### config.mk
export PLATFORM = sky130hd
export DESIGN_NAME = dpram_access_arbiter
export DESIGN_NICKNAME = d
export VERILOG_FILES = /design/src/rtl/dpram_access_arbiter.sv
export SDC_FILE = /design/constraint.sdc
export NUM_CORES = 1
export LEC_CHECK = 0
export ABC_AREA = 1
export CORE_UTILIZATION = 34
export CTS_CLUSTER_DIAMETER = 150
export CTS_CLUSTER_SIZE = 30
export DETAILED_ROUTE_END_ITERATION = 12
export PLACE_DENSITY = 0.77
export SYNTH_ARGS = -nofsm -noshare
export SYNTH_HDL_FRONTEND = slang
export SYNTH_SLANG_ARGS = --single-unit
export TNS_END_PERCENT = 1
### constraint.sdc
create_clock -name clk -period 2.29 [get_ports clk]
set_input_delay 0.458 -clock clk [delete_from_list [all_inputs] [get_ports clk]]
set_output_delay 0.458 -clock clk [all_outputs]
set_load 0.05 [all_outputs]
### src/rtl/dpram_access_arbiter.sv
// dpram_access_arbiter
// Shares the single DPRAM command port among the FSM operand fetch (read),
// the accumulator writeback (write) and the external host (read/write).
// FSM and writeback alternate round-robin; the host gets exclusive access
// after in-flight reads have drained.
//
// Handshake (all three requesters): gnt is combinational from req and the
// arbiter state; a transfer happens on the rising edge where req && gnt;
// the requester holds req/addr/data stable until it sees gnt.
//
// Timing: the accepted command drives mem_* for exactly one cycle, starting
// one cycle after acceptance. mem_rdata is sampled RD_LATENCY edges after
// the edge that raised mem_en, so the matching rvalid/rdata appears
// RD_LATENCY+1 cycles after the grant.
module dpram_access_arbiter #(
  parameter int DATA_WIDTH    = 8,
  parameter int DP_ADDR_WIDTH = 10,
  parameter int RD_LATENCY    = 1
) (
  input  logic                     clk,
  input  logic                     fsm_rst,
  input  logic                     mem_ext_en,
  output logic                     ext_owns,
  input  logic                     fsm_req,
  input  logic [DP_ADDR_WIDTH-1:0] fsm_addr,
  output logic                     fsm_gnt,
  output logic                     fsm_rvalid,
  output logic [DATA_WIDTH-1:0]    fsm_rdata,
  input  logic                     wb_req,
  input  logic [DP_ADDR_WIDTH-1:0] wb_addr,
  input  logic [DATA_WIDTH-1:0]    wb_wdata,
  output logic                     wb_gnt,
  input  logic                     ext_req,
  input  logic                     ext_we,
  input  logic [DP_ADDR_WIDTH-1:0] ext_addr,
  input  logic [DATA_WIDTH-1:0]    ext_wdata,
  output logic                     ext_gnt,
  output logic                     ext_rvalid,
  output logic [DATA_WIDTH-1:0]    ext_rdata,
  output logic                     mem_en,
  output logic                     mem_we,
  output logic [DP_ADDR_WIDTH-1:0] mem_addr,
  output logic [DATA_WIDTH-1:0]    mem_wdata,
  input  logic [DATA_WIDTH-1:0]    mem_rdata,
  output logic [1:0]               dbg_state
);

  typedef enum logic [1:0] {
    ST_ARB   = 2'd0,
    ST_DRAIN = 2'd1,
    ST_EXT   = 2'd2
  } arb_state_t;

  arb_state_t state_q, state_d;
  logic       drain_to_ext_q, drain_to_ext_d;  // where DRAIN goes once empty
  logic       rr_wb_q, rr_wb_d;                // 1: writeback won last

  // Owner tags of reads in flight; bit 0 is the newest.
  logic [RD_LATENCY-1:0] tag_fsm_q, tag_fsm_d;
  logic [RD_LATENCY-1:0] tag_ext_q, tag_ext_d;
  logic                  pipe_empty;

  logic                     cmd_en_d, cmd_we_d;
  logic [DP_ADDR_WIDTH-1:0] cmd_addr_d;
  logic [DATA_WIDTH-1:0]    cmd_wdata_d;
  logic                     cmd_en_q, cmd_we_q;
  logic [DP_ADDR_WIDTH-1:0] cmd_addr_q;
  logic [DATA_WIDTH-1:0]    cmd_wdata_q;

  logic                  fsm_rvalid_q, ext_rvalid_q;
  logic [DATA_WIDTH-1:0] fsm_rdata_q, ext_rdata_q;

  assign pipe_empty = (tag_fsm_q == '0) && (tag_ext_q == '0);

  // Next state, grants, command selection and tag shift.
  always_comb begin
    state_d        = state_q;
    drain_to_ext_d = drain_to_ext_q;
    rr_wb_d        = rr_wb_q;
    fsm_gnt        = 1'b0;
    wb_gnt         = 1'b0;
    ext_gnt        = 1'b0;
    cmd_en_d       = 1'b0;
    cmd_we_d       = 1'b0;
    cmd_addr_d     = '0;
    cmd_wdata_d    = '0;

    // Grants are forced low while reset is held, not just after the edge.
    if (!fsm_rst) begin
      case (state_q)
        ST_ARB: begin
          if (mem_ext_en) begin
            // Host wins the port: no grant this cycle, start draining.
            state_d        = ST_DRAIN;
            drain_to_ext_d = 1'b1;
          end else if (fsm_req && wb_req) begin
            fsm_gnt = rr_wb_q;
            wb_gnt  = !rr_wb_q;
          end else begin
            fsm_gnt = fsm_req;
            wb_gnt  = wb_req;
          end
        end
        ST_DRAIN: begin
          if (pipe_empty) begin
            state_d = (drain_to_ext_q && mem_ext_en) ? ST_EXT : ST_ARB;
          end
        end
        ST_EXT: begin
          ext_gnt = ext_req;
          if (!mem_ext_en) begin
            state_d        = ST_DRAIN;
            drain_to_ext_d = 1'b0;
          end
        end
        default: state_d = ST_ARB;
      endcase
    end

    if (fsm_gnt) begin
      rr_wb_d = 1'b0;
    end else if (wb_gnt) begin
      rr_wb_d = 1'b1;
    end

    // At most one grant is ever active, so a priority mux is sufficient.
    if (fsm_gnt) begin
      cmd_en_d   = 1'b1;
      cmd_addr_d = fsm_addr;
    end else if (wb_gnt) begin
      cmd_en_d    = 1'b1;
      cmd_we_d    = 1'b1;
      cmd_addr_d  = wb_addr;
      cmd_wdata_d = wb_wdata;
    end else if (ext_gnt) begin
      cmd_en_d    = 1'b1;
      cmd_we_d    = ext_we;
      cmd_addr_d  = ext_addr;
      cmd_wdata_d = ext_we ? ext_wdata : '0;
    end

    // Writes push an empty slot; only reads carry an owner.
    tag_fsm_d    = tag_fsm_q << 1;
    tag_fsm_d[0] = fsm_gnt;
    tag_ext_d    = tag_ext_q << 1;
    tag_ext_d[0] = ext_gnt && !ext_we;
  end

  // State, command register and tag pipeline; reset drops in-flight tags.
  always_ff @(posedge clk or posedge fsm_rst) begin
    if (fsm_rst) begin
      state_q        <= ST_ARB;
      drain_to_ext_q <= 1'b0;
      rr_wb_q        <= 1'b1;
      tag_fsm_q      <= '0;
      tag_ext_q      <= '0;
      cmd_en_q       <= 1'b0;
      cmd_we_q       <= 1'b0;
      cmd_addr_q     <= '0;
      cmd_wdata_q    <= '0;
    end else begin
      state_q        <= state_d;
      drain_to_ext_q <= drain_to_ext_d;
      rr_wb_q        <= rr_wb_d;
      tag_fsm_q      <= tag_fsm_d;
      tag_ext_q      <= tag_ext_d;
      cmd_en_q       <= cmd_en_d;
      cmd_we_q       <= cmd_we_d;
      cmd_addr_q     <= cmd_addr_d;
      cmd_wdata_q    <= cmd_wdata_d;
    end
  end

  // Read return: capture mem_rdata for the owner of the oldest tag.
  always_ff @(posedge clk or posedge fsm_rst) begin
    if (fsm_rst) begin
      fsm_rvalid_q <= 1'b0;
      ext_rvalid_q <= 1'b0;
      fsm_rdata_q  <= '0;
      ext_rdata_q  <= '0;
    end else begin
      fsm_rvalid_q <= tag_fsm_q[RD_LATENCY-1];
      ext_rvalid_q <= tag_ext_q[RD_LATENCY-1];
      if (tag_fsm_q[RD_LATENCY-1]) begin
        fsm_rdata_q <= mem_rdata;
      end
      if (tag_ext_q[RD_LATENCY-1]) begin
        ext_rdata_q <= mem_rdata;
      end
    end
  end

  assign mem_en     = cmd_en_q;
  assign mem_we     = cmd_we_q;
  assign mem_addr   = cmd_addr_q;
  assign mem_wdata  = cmd_wdata_q;
  assign fsm_rvalid = fsm_rvalid_q;
  assign fsm_rdata  = fsm_rdata_q;
  assign ext_rvalid = ext_rvalid_q;
  assign ext_rdata  = ext_rdata_q;
  assign ext_owns   = (state_q == ST_EXT);
  assign dbg_state  = state_q;

endmodule

Yosys cells after proc, flatten, opt, wreduce, memory -nomap -nowiden
Cells that the tools add are included.

Equality and inequality tests: 5. Multiplexer cells: 33. Bitwise gates (word level): 3. Reductions and logical operators: 11.

Operator list (count): 8-bit 2-to-1 mux (4); 10-bit 2-to-1 mux (3); 1-bit 2-to-1 mux (20); 2-bit 2-to-1 mux (4); 4-bit AND reduction (2); 2-bit inequality test (second input constant) (3); 2-bit one-hot mux with 3 select lines (1); 1-bit logical AND (4); 2-bit nonzero test (2); 1-bit inverter (3); 2-bit by 1-bit equality test with 1-bit output (second input constant) (1); 2-bit equality test (second input constant) (1); 1-bit zero test (2); 2-bit zero test (1); 1-bit one-hot mux with 2 select lines (1).

Register bits after elaboration: 44. Output and inout port bits: 44. Logic and storage cells: 65.

Depth between registers and ports, before layout
Gate-level depths: netlist of run 1.

Word-level depth: 7. Depth in mapped cells: 7. Gate-level depth less buffers: 7.

Worst setup path after synthesis of run 1
OpenSTA, ideal clock, no wires.

Path kind: input to output. Start point: input port fsm_rst. End point: output port ext_gnt. Arrival: 1919 ps. Path slack: -87 ps. Stages: 4. Cells stage by stage: inv_1 nand2_1 nor2_2 buf_6.

Word-level cells in the longest chain between the ends: 1.

Ends and longest elaborated chain: start, declared (RTL line 21) `input logic fsm_rst,`; 1-bit 2-to-1 mux (RTL line 89) `if (!fsm_rst) begin`; end, declared (RTL line 37) `output logic ext_gnt,`.

No other way between the ends.

Final worst setup path of run 1
Start point: input port fsm_rst. End point: output port fsm_gnt.

Word-level cells in the longest chain between the ends: 1.

Ends and longest elaborated chain: 1-bit 2-to-1 mux (RTL line 89); end, declared (RTL line 26) `output logic fsm_gnt,`.

No other way between the ends.

==> run metrics, run 1 <==
total global-route track usage=16.5%; wire length per cell=12.2 um; clock sink count=44; Setup-failing EPs final=0; cell count of the worst reg-to-reg path=6; most frequent cell after synthesis=nand2_1; post-cts sizing count=0; cell taking the most area after synthesis=dfrtp_1; WHS Path Cells=2; Starting Density=35.4%; Final Hold Fails=0; Reg area=1100 um^2; HPWL after DPL=3.38 mm; Min-Delay Path Class=reg -> reg; maxcap violations=0; Num CTS Buffers=5; area share of the largest cell type after synthesis=59.4%; Die Span Y=75.0 um; CP Capture Type=primary output; FILL cells=458; Yosys Warn Count=0; fmax=468 MHz; CTS tree=done; Synth Register Bits=44; DR vias/cell=4.41; total negative slack=0 ns; Row Count=26; LEAKAGE=1.42 nW; CTS HTree Levels=2; root buf cell=clkbuf_8; Total Routed Length=4.39 mm; cell area after synthesis=1810 um^2; Final Instance Area=3050 um^2; placed cell area=2960 um^2; area growth from synthesis to layout=68.6%; Mapped Nets=241; pre-CTS WS=0.156 ns; share of layout cells above drive strength 1=13.1%; setup slack after layout=0.155 ns; CTS Buffer Depth=2; Multi-input gate area=618 um^2; Via Count=1592; vias in the first global route=1546; final slew viol count=0; Post-Syn Area per Cell=10.1 um^2; Slew @ Worst Pin=0.527 ns; status=finished, final reports clean; DRT Pass-1 Iters=2; Yosys cell types=17; clock skew=0.00494 ns; CP max FO=3; routability-driven placement congestion ratio=0.705; Post-synth top cells=nand2_1, dfrtp_1, nand3_1; async set or reset register ratio after synthesis=100%; fin crit share=93.2%; # nets final=351; critical path launch point type=input port; Data arrival, critical path=1.68 ns; total gr overflow=0; Worst VDD drop=546 uV; critical path class=in -> out; clock slew at reported path FFs=0.07 ns; Post-synth EDFFs=0; PortBufs=104; CTS Hold Buffers Added=0; post-route core utilization=59.8%; IO Pins=105; Cell Pwr Density=1080 nW/um^2; Gate Count Post-Synth=180; die width=75.0 um; Tmin final=2.14 ns; sequential-to-total area share from yosys stat=60.9%; largest net degree at the start of global routing=32; initial antenna violation count=0; initial DRC count=39; Clock Latency Late Sink=0.29 ns; ant diodes=0; global-route wire length before repair=6.78 mm; RSZ-0062 raised after global routing=false; Die ar.=5620 um^2; critical path required time=1.83 ns; Routed Antenna Nets=0; Relative slew margins=64.8%; DRC viols=0; Core ar.=5110 um^2; setup repair bufs after CTS=0; top cells by area, synth=dfrtp_1, nand2_1, mux2_2; Main synth FF type=dfrtp_1
## worst max-delay path: stages
cell and delay (ns):
clkdlybuf4s50_1 0.47, nor2_1 0.18, nand2_1 0.12, inv_1 0.09
nand2_1 0.07, inv_1 0.13, buf_12 0.15
## placed cells by master (no fill, tap or decap), drive strengths merged
cell	Yosys	routed
nor3	1	1
dfrtp	43	43
nand4	1	1
buf	7	10
nor2	10	10
clkinvlp	0	1
clkdlybuf4s50	0	100
o21ai	2	2
dfstp	1	1
inv	10	9
nand3	23	23
clkbuf	0	8
o211ai	1	1
mux2	16	16
nand2	65	65
## per-stage QoR
step	cells	hold WS (ns)	total power, mW
floorplan	180	0.349	2.20
global route	361	0.513	3.47
finish	361	0.501	3.28
global placement	353	0.477	2.80
detailed placement	353	0.482	2.83
CTS	361	0.499	3.32
## where the power goes
group	switching [mW]	internal, mW	leakage [nW]
clock	0.241	0.246	0.0455
combinational	1.05	0.622	0.792
sequential	0.125	0.998	0.581
## state kept, by name, indices dropped and copies added (netlist names)
name / flops
tag_ext_q: 1
fsm_rdata: 8
ext_rdata: 8
mem_addr: 10
rr_wb_q: 1
dbg_state: 2
mem_en: 1
ext_rvalid: 1
drain_to_ext_q: 1
fsm_rvalid: 1
tag_fsm_q: 1
mem_we: 1
mem_wdata: 8
## final cells by class
| class | instances | share of cell area, % |
|---|---|---|
| Timing Repair Buffer | 110 | 36.5 |
| Tap cell | 70 | 2.87 |
| Sequential cell | 44 | 36.1 |
| Clock buffer | 8 | 2.95 |
| Inverter | 10 | 1.35 |
| Multi-Input combinational cell | 119 | 20.2 |
## worst paths after layout
path | start | endpoint | slack (ns)
hold reg to reg | drain_to_ext_q$_DFFE_PP0P_ | drain_to_ext_q$_DFFE_PP0P_ | 0.50
setup / recovery | fsm_rst | fsm_gnt | 0.15
min in group asynchronous | fsm_rst | mem_addr[6]$_DFF_PP0_ | 0.62
setup reg to reg | dbg_state[1]$_DFFE_PP0P_ | mem_addr[3]$_DFF_PP0_ | 0.91
max in group asynchronous | fsm_rst | rr_wb_q$_DFFE_PP1P_ | 1.24
hold / removal | drain_to_ext_q$_DFFE_PP0P_ | drain_to_ext_q$_DFFE_PP0P_ | 0.50
## metal layers
layer | share of wire (%) | wire length [um] | global-route usage (%) | vias to the layer above
met3 | 9.4 | 414 | 7.23 | 9
met5 | 0 | 0 | 0 | -
met2 | 50 | 2200 | 28.2 | 73
met1 | 39 | 1700 | 17.2 | 715
li1 | - | - | - | 795
met4 | 1.7 | 75 | 8.39 | 0
## logic make-up (layout without fill, tap and decap cells)
| kind of cell | count (synthesis) | in the layout | synth area share [%] |
|---|---|---|---|
| buffers and inverters | 17 | 128 | 4.97 |
| AOI/OAI and AO/OA | 3 | 3 | 0.968 |
| muxes | 16 | 16 | 9.95 |
| DFF | 44 | 44 | 60.9 |
| and+or+nand+nor | 100 | 100 | 23.2 |
(Power assumes the default switching activity.)
==> inputs of run 2 (changes only) <==
SLEW_MARGIN = 25   (was unset)
==> results of run 2 <==
Final layout, timing and power as in run 1 (identical DEF).
